==> src/rtl/conj_demod_pkg.sv <==
// Shared IQ pair type and the round/shift/narrow helper for the conjugate discriminator.
// Build option CONJ_DEMOD_SAT_EN: clamp to the output range instead of two's-complement wrap.
package conj_demod_pkg;

  localparam int MAX_W  = 32;
  localparam int PROD_W = 2 * MAX_W;
  localparam int SUM_W  = PROD_W + 1;

  typedef struct packed {
    logic signed [MAX_W-1:0] q;
    logic signed [MAX_W-1:0] i;
  } iq_t;

  // Round half toward +inf, arithmetic shift, then saturate or leave for the caller to wrap.
  function automatic logic signed [SUM_W:0] scale_narrow(input logic signed [SUM_W-1:0] sum,
                                                         input int shift,
                                                         input int out_w);
    logic signed [SUM_W:0] v;
    logic signed [SUM_W:0] rnd;
`ifdef CONJ_DEMOD_SAT_EN
    logic signed [SUM_W:0] hi;
    logic signed [SUM_W:0] lo;
`endif
    rnd = (shift > 0) ? ((SUM_W+1)'(1) <<< (shift - 1)) : '0;
    v   = ($signed({sum[SUM_W-1], sum}) + rnd) >>> shift;
`ifdef CONJ_DEMOD_SAT_EN
    hi = ((SUM_W+1)'(1) <<< (out_w - 1)) - (SUM_W+1)'(1);
    lo = ~hi;
    if (v > hi) begin
      v = hi;
    end else if (v < lo) begin
      v = lo;
    end else begin
      v = v;
    end
`else
    if (out_w < 1) begin
      v = '0;
    end else begin
      v = v;
    end
`endif
    return v;
  endfunction

endpackage

==> src/rtl/conj_demod_mc_if.sv <==
// AXI-Stream style beat bundle shared by the input and output sides of conj_demod_mc.
interface conj_demod_mc_if #(
  parameter int DATA_W = 32
);
  logic              tvalid;
  logic              tready;
  logic [DATA_W-1:0] tdata;
  logic              tlast;
  logic [DATA_W/8-1:0] tstrb;

  modport master (output tvalid, output tdata, output tlast, output tstrb, input tready);
  modport slave  (input tvalid, input tdata, input tlast, input tstrb, output tready);
endinterface

==> src/rtl/conj_demod_mc_cplx_conj_mult.sv <==
// Two-stage a*conj(b): S2 registers the four partial products, S3 registers the scaled,
// narrowed complex result together with its valid/last/strobe.
module cplx_conj_mult
  import conj_demod_pkg::*;
#(
  parameter int OUT_W = 16,
  parameter int SHIFT = 15
) (
  input  logic                  clk,
  input  logic                  rst_n,
  input  logic                  en,
  input  logic                  in_valid,
  input  logic                  in_hv,
  input  logic                  in_last,
  input  iq_t                   a,
  input  iq_t                   b,
  output logic                  out_valid,
  output logic                  out_last,
  output logic [2*OUT_W-1:0]    out_data,
  output logic [2*OUT_W/8-1:0]  out_strb
);

  logic signed [PROD_W-1:0] ac_r, bd_r, bc_r, ad_r;
  logic                     valid2_r, hv2_r, last2_r;
  logic signed [SUM_W-1:0]  re_sum_s, im_sum_s;
  logic [OUT_W-1:0]         re_s, im_s;

  // S2: partial products of cur (a) against the channel history (b)
  always_ff @(posedge clk) begin
    if (!rst_n) begin
      ac_r     <= '0;
      bd_r     <= '0;
      bc_r     <= '0;
      ad_r     <= '0;
      valid2_r <= 1'b0;
      hv2_r    <= 1'b0;
      last2_r  <= 1'b0;
    end else if (en) begin
      ac_r     <= $signed(a.i) * $signed(b.i);
      bd_r     <= $signed(a.q) * $signed(b.q);
      bc_r     <= $signed(a.q) * $signed(b.i);
      ad_r     <= $signed(a.i) * $signed(b.q);
      valid2_r <= in_valid;
      hv2_r    <= in_hv;
      last2_r  <= in_last;
    end
  end

  // Sum, scale and narrow; a beat without history yields zero
  always_comb begin
    re_sum_s = {ac_r[PROD_W-1], ac_r} + {bd_r[PROD_W-1], bd_r};
    im_sum_s = {bc_r[PROD_W-1], bc_r} - {ad_r[PROD_W-1], ad_r};
    if (hv2_r) begin
      re_s = OUT_W'(scale_narrow(re_sum_s, SHIFT, OUT_W));
      im_s = OUT_W'(scale_narrow(im_sum_s, SHIFT, OUT_W));
    end else begin
      re_s = '0;
      im_s = '0;
    end
  end

  // S3: output register, held while the downstream stalls
  always_ff @(posedge clk) begin
    if (!rst_n) begin
      out_valid <= 1'b0;
      out_last  <= 1'b0;
      out_data  <= '0;
      out_strb  <= '0;
    end else if (en) begin
      out_valid <= valid2_r;
      out_last  <= last2_r;
      out_data  <= {im_s, re_s};
      out_strb  <= valid2_r ? '1 : '0;
    end
  end

endmodule

==> src/rtl/conj_demod_mc.sv <==
// Multi-channel conjugate-product FM discriminator y[n] = x[n]*conj(x[n-1]) per channel.
// Optional build macro CONJ_DEMOD_SAT_EN selects saturating narrowing (see conj_demod_pkg).
module conj_demod_mc
  import conj_demod_pkg::*;
#(
  parameter int IQ_W   = 16,
  parameter int OUT_W  = 16,
  parameter int NUM_CH = 1,
  parameter int SHIFT  = 15,
  parameter int C_S00_AXIS_TDATA_WIDTH = 32,
  parameter int C_M00_AXIS_TDATA_WIDTH = 32
) (
  input logic               s00_axis_aclk,
  input logic               s00_axis_aresetn,
  conj_demod_mc_if.slave    s00_axis,
  conj_demod_mc_if.master   m00_axis
);

  localparam int CH_W = (NUM_CH > 1) ? $clog2(NUM_CH) : 1;

  if (C_S00_AXIS_TDATA_WIDTH != 2 * IQ_W) begin : g_bad_s_width
    $error("C_S00_AXIS_TDATA_WIDTH must equal 2*IQ_W");
  end
  if (C_M00_AXIS_TDATA_WIDTH != 2 * OUT_W) begin : g_bad_m_width
    $error("C_M00_AXIS_TDATA_WIDTH must equal 2*OUT_W");
  end

  logic              en_s, acc_s, m_valid_s;
  iq_t               cur_s;
  iq_t               hist_r [NUM_CH];
  logic [NUM_CH-1:0] hv_r;
  logic [CH_W-1:0]   ch_r;
  iq_t               cur1_r, prev1_r;
  logic              v1_r, hv1_r, last1_r;

  // One enable stalls every stage together; no bubbles while the sink keeps up
  assign en_s            = !m_valid_s || m00_axis.tready;
  assign acc_s           = s00_axis.tvalid && en_s;
  assign s00_axis.tready = en_s;
  assign m00_axis.tvalid = m_valid_s;

  // Unpack the input beat into sign-extended I/Q
  always_comb begin
    cur_s.i = MAX_W'($signed(s00_axis.tdata[IQ_W-1:0]));
    cur_s.q = MAX_W'($signed(s00_axis.tdata[2*IQ_W-1:IQ_W]));
  end

  // S1 plus channel bookkeeping; tlast forces the next beat back to channel 0
  always_ff @(posedge s00_axis_aclk) begin
    if (!s00_axis_aresetn) begin
      ch_r    <= '0;
      hv_r    <= '0;
      v1_r    <= 1'b0;
      hv1_r   <= 1'b0;
      last1_r <= 1'b0;
      cur1_r  <= '0;
      prev1_r <= '0;
    end else begin
      if (acc_s) begin
        hv_r[ch_r] <= 1'b1;
        if (s00_axis.tlast || (ch_r == CH_W'(NUM_CH - 1))) begin
          ch_r <= '0;
        end else begin
          ch_r <= ch_r + CH_W'(1);
        end
      end
      if (en_s) begin
        v1_r    <= acc_s;
        cur1_r  <= cur_s;
        prev1_r <= hist_r[ch_r];
        hv1_r   <= hv_r[ch_r];
        last1_r <= s00_axis.tlast;
      end
    end
  end

  // History write; S1 above samples the entry before this update lands
  always_ff @(posedge s00_axis_aclk) begin
    if (acc_s) begin
      hist_r[ch_r] <= cur_s;
    end
  end

  cplx_conj_mult #(
    .OUT_W (OUT_W),
    .SHIFT (SHIFT)
  ) u_mult (
    .clk       (s00_axis_aclk),
    .rst_n     (s00_axis_aresetn),
    .en        (en_s),
    .in_valid  (v1_r),
    .in_hv     (hv1_r),
    .in_last   (last1_r),
    .a         (cur1_r),
    .b         (prev1_r),
    .out_valid (m_valid_s),
    .out_last  (m00_axis.tlast),
    .out_data  (m00_axis.tdata),
    .out_strb  (m00_axis.tstrb)
  );

endmodule

==> src/flat_wrapper.sv <==
// flat-port wrapper written by rule: the top's interface ports become plain ports
module conj_demod_mc_flat import conj_demod_pkg::*;
#(
  parameter int IQ_W   = 16,
  parameter int OUT_W  = 16,
  parameter int NUM_CH = 1,
  parameter int SHIFT  = 15,
  parameter int C_S00_AXIS_TDATA_WIDTH = 32,
  parameter int C_M00_AXIS_TDATA_WIDTH = 32
)
  (s00_axis_aclk, s00_axis_aresetn, s00_axis_tvalid, s00_axis_tdata, s00_axis_tlast, s00_axis_tstrb, s00_axis_tready, m00_axis_tvalid, m00_axis_tdata, m00_axis_tlast, m00_axis_tstrb, m00_axis_tready);
  conj_demod_mc_if #(.DATA_W(2*IQ_W)) s00_axis_i ();
  conj_demod_mc_if #(.DATA_W(2*OUT_W)) m00_axis_i ();
  input logic s00_axis_aclk;
  input logic s00_axis_aresetn;
  input wire logic [$bits(s00_axis_i.tvalid)-1:0] s00_axis_tvalid;
  input wire logic [$bits(s00_axis_i.tdata)-1:0] s00_axis_tdata;
  input wire logic [$bits(s00_axis_i.tlast)-1:0] s00_axis_tlast;
  input wire logic [$bits(s00_axis_i.tstrb)-1:0] s00_axis_tstrb;
  output wire logic [$bits(s00_axis_i.tready)-1:0] s00_axis_tready;
  output wire logic [$bits(m00_axis_i.tvalid)-1:0] m00_axis_tvalid;
  output wire logic [$bits(m00_axis_i.tdata)-1:0] m00_axis_tdata;
  output wire logic [$bits(m00_axis_i.tlast)-1:0] m00_axis_tlast;
  output wire logic [$bits(m00_axis_i.tstrb)-1:0] m00_axis_tstrb;
  input wire logic [$bits(m00_axis_i.tready)-1:0] m00_axis_tready;
  assign s00_axis_i.tvalid = s00_axis_tvalid;
  assign s00_axis_i.tdata = s00_axis_tdata;
  assign s00_axis_i.tlast = s00_axis_tlast;
  assign s00_axis_i.tstrb = s00_axis_tstrb;
  assign s00_axis_tready = s00_axis_i.tready;
  assign m00_axis_tvalid = m00_axis_i.tvalid;
  assign m00_axis_tdata = m00_axis_i.tdata;
  assign m00_axis_tlast = m00_axis_i.tlast;
  assign m00_axis_tstrb = m00_axis_i.tstrb;
  assign m00_axis_i.tready = m00_axis_tready;
  conj_demod_mc #(.IQ_W(IQ_W), .OUT_W(OUT_W), .NUM_CH(NUM_CH), .SHIFT(SHIFT), .C_S00_AXIS_TDATA_WIDTH(C_S00_AXIS_TDATA_WIDTH), .C_M00_AXIS_TDATA_WIDTH(C_M00_AXIS_TDATA_WIDTH)) u_core (.s00_axis_aclk(s00_axis_aclk), .s00_axis_aresetn(s00_axis_aresetn), .s00_axis(s00_axis_i), .m00_axis(m00_axis_i));
endmodule
==> config.mk <==
export PLATFORM = sky130hd
export DESIGN_NAME = conj_demod_mc_flat
export DESIGN_NICKNAME = d
export VERILOG_FILES = /design/src/rtl/conj_demod_pkg.sv /design/src/rtl/conj_demod_mc_if.sv /design/src/rtl/conj_demod_mc_cplx_conj_mult.sv /design/src/rtl/conj_demod_mc.sv /design/src/flat_wrapper.sv
export SDC_FILE = /design/constraint.sdc
export NUM_CORES = 2
export LEC_CHECK = 0
export ABC_AREA = 1
export ABC_CLOCK_PERIOD_IN_PS = 9580
export BUFFER_PORTS_ARGS = -buffer_cell sky130_fd_sc_hd__clkbuf_2
export CAP_MARGIN = 0
export CORE_MARGIN = 2
export CORE_UTILIZATION = 68
export CTS_BUF_LIST = sky130_fd_sc_hd__clkbuf_8
export DETAILED_ROUTE_END_ITERATION = 8
export PLACE_DENSITY = 0.9
export RECOVER_POWER = 50
export SLEW_MARGIN = 25
export SYNTH_ARGS = -nofsm -noshare
export SYNTH_HDL_FRONTEND = slang
export SYNTH_HIERARCHICAL = 1
export SYNTH_SLANG_ARGS = --single-unit
==> constraint.sdc <==
create_clock -name s00_axis_aclk -period 9.58 [get_ports s00_axis_aclk]
set_input_delay 1.916 -clock s00_axis_aclk [delete_from_list [all_inputs] [get_ports s00_axis_aclk]]
set_output_delay 1.916 -clock s00_axis_aclk [all_outputs]
set_load 0.03 [all_outputs]
==> run summary <==
Compound-Gate Fraction of Synth Area -> 0.0476
xor/xnor share of the synthesized area -> 0.0151
H-tree levels -> 2
CTS root buf -> clkbuf_8
Design Area, Final -> 80800 um2
combinational power share -> 0.826
Synth top area share -> 0.387
Crit. End Element -> register
TritonCTS Buffers -> 45
Top Usage Layer GRT -> met2
Max clock buf depth -> 3
met1 Resource Use GR -> 0.452
Worst-Skew Late Latency -> 0.68 ns
clock sinks -> 262
Filler Cells Inserted -> 8420
sequential share of power -> 0.102
nets -> 12778
fin crit share -> 0.860
first-pass GRT wire length -> 344000 um
Worst path max stage delay -> 1.02 ns
Rel. slew slack -> -0.834
layout cells sized above 1 -> 0.0274
TritonRoute pass-1 iters -> 9
post-synthesis net count -> 13045
setup TNS -> 0 ns
Crit Path Category -> reg -> reg
maximum vdd drop -> 264 uV
Net Switching -> 9.96 mW
fin. max-slew vios -> 110
core area -> 115000 um2
Avg Inst Size Synth -> 7.29 um2
largest family of logic cells by synthesized area -> adder cells
commonest non-fill, non-tap cell in the layout -> inv_1
Die Wd -> 344 um
switching share of power -> 0.602
flop2flop setup slack -> 1.34 ns
FF+latch count, synth -> 262
max_cap viols -> 2
Static Leakage -> 50.9 nW
PortBufs -> 75
Post-CTS Resized -> 0
Simple-Gate Fraction of Synth Area -> 0.181
failing checks -> DRC, capacitance limit, slew limit
most frequent cells in the layout -> inv_1 (3380), nand2_1 (2839), fa_1 (1520)
gpl congestion -> 0.995
worst slew pin tran -> 2.74 ns
sequential area share after synthesis -> 0.0707
status -> finished with violations
setup bufs post-CTS -> 0
cell family with most CP delay -> adder cells
met2 usage -> 0.598
total track usage -> 0.366
Die ar. -> 118000 um2
Fmax -> 121 MHz
die height -> 344 um
most common flop cell mapped by yosys -> dfxtp_1
largest net degree at the start of global routing -> 146
final WL -> 213000 um
pwr dens -> 205 nW/um2
data arrival time of the worst path -> 8.80 ns
Final Hold Vio Count -> 0
initial core utilization -> 0.687
layout overhead on the synthesized area -> 2.71%
Post-synth ARST share -> 0
crit path launch type -> register
mux cell area share after synthesis -> 0
Min-Delay Path Class -> reg -> reg
Worst Clk Skew -> 0.0538 ns
final setup violation count -> 0
GR Util met3 -> 0.0793
post-DR wirelength/cell -> 17.7 um
# IOs -> 80
Routed Antenna Nets -> 0
synthesized area -> 78700 um2
total grt overflow -> 0
DR iter-0 viols -> 6703
Synth cell types -> 55
Max FO, Critical Path -> 91
Post-synth EDFFs -> 32
Slowest cell on crit path -> dfxtp_4
most frequent cell on the critical path -> inv_1
unrepaired setup endpoints after global routing -> false
CTS hold repair buffers -> 0
clock power share -> 0.071
largest cells by area after synthesis -> fa_1 (39%), inv_1 (16%), nand2_1 (14%)
crit path time final -> 8.24 ns
CP bufs+invs -> 11
Via-to-Cell Ratio -> 5.52
Adder-Cell Fraction of Synth Area -> 0.497
vias in the first global route -> 70821
post-synth top area cell -> fa_1
std cell rows -> 124
yosys warns -> 6
via count -> 66653
initial antenna violation count -> 2
CTS tree -> done
DPL Wire Length -> 170000 um
P_int -> 6.59 mW
drt drc -> 6
Worst-path clk slew -> 0.07 ns
placed instance area -> 79900 um2
Syn Inst Count -> 10790
WP data required -> 10.14 ns
[cells by family after synthesis]
family,Yosys count
DFF,262
adders and majority gates,2214
xor gates and xnor gates,136
and+or+nand+nor,3629
buffers and inverters,3883
AOI/OAI and AO/OA,666
[registers in the layout, summed over array words and instances (netlist names), 31 cells and up]
name                    flops
u_core/u_mult/bc_r         31
u_core/u_mult/ac_r         31
u_core/u_mult/ad_r         31
u_core/u_mult/bd_r         31
u_core/hist_r              32
u_core/prev1_r             32
u_core/cur1_r              32
u_core/u_mult/out_data     32
[synth_stat cells (10+ instances only)]
cell	number
inv_1	3370
nand2_1	2838
fa_1	1520
ha_1	694
nor2_1	423
clkbuf_1	292
o21ai_0	257
a21oi_1	245
nand3_1	238
dfxtp_1	230
buf_1	108
xor2_1	78
buf_2	71
xnor2_1	58
nand3b_1	35
edfxtp_1	32
nand4_1	30
nor3_1	29
o211ai_1	29
a21o_1	28
o21ai_1	20
buf_4	19
o21bai_1	19
a31oi_1	11
a221oi_1	10
or2_2	10
[area by class of cell]
type / instances / area [um2] / share of cell area
Multi-Input combinational cell: 6645 / 58300 / 0.722
Inverter: 3383 / 12700 / 0.157
Sequential cell: 262 / 5640 / 0.0698
Tap cell: 1512 / 1890 / 0.0234
Timing Repair Buffer: 186 / 1250 / 0.0154
Clock buffer: 54 / 743 / 0.00920
Clock inverter: 26 / 267 / 0.00330
Antenna cell: 1 / 2.50 / 0.0000310
[layer usage]
metal,share of wire,vias up
met3,0.11,904
met4,0.065,2
met5,0.000084,-
met2,0.46,3804
met1,0.36,31986
li1,-,29957
[power groups by stage]
| stage | clock (mW) | sequential, mW | combinational, mW |
|---|---|---|---|
| floorplan | 0 | 1.50 | 9.02 |
| CTS | 1.20 | 1.68 | 13.2 |
| global route | 1.24 | 1.71 | 15.1 |
| detailed placement | 0 | 1.70 | 13.1 |
| finish | 1.18 | 1.70 | 13.7 |
| global placement | 0 | 1.69 | 12.6 |
[stage by stage]
stage	cells	total power [mW]	utilization	hold WS [ns]	setup slack (ns)
after detailed placement	11988	14.8	0.698	0.454	1.56
after floorplan	10790	10.5	-	0.437	1.93
after global routing	12068	18.1	0.706	0.479	1.04
final	12069	16.6	0.706	0.462	1.34
after CTS	12068	16.1	0.706	0.463	1.58
after global placement	11988	14.3	0.698	0.449	1.77
[worst register-to-register path: cells and delay by family, from the launching register on]
| family | cells | cell delay (ns) |
|---|---|---|
| adder cells (fa/ha/maj) | 9 | 4.50 |
| AND/OR/NAND/NOR | 9 | 1.35 |
| buffers and inverters | 11 | 1.29 |
| flip-flops | 1 | 1.02 |
[final timing paths]
check / from / to / cells after the start
max: u_core/prev1_r[60] / u_core/u_mult/ad_r[30] / 29
min: u_core/hist_r[0][62] / u_core/prev1_r[60] / 2
max reg2reg: u_core/prev1_r[60] / u_core/u_mult/ad_r[30] / 29
min reg2reg: u_core/hist_r[0][62] / u_core/prev1_r[60] / 2
Power figures use the tool's default switching activity.
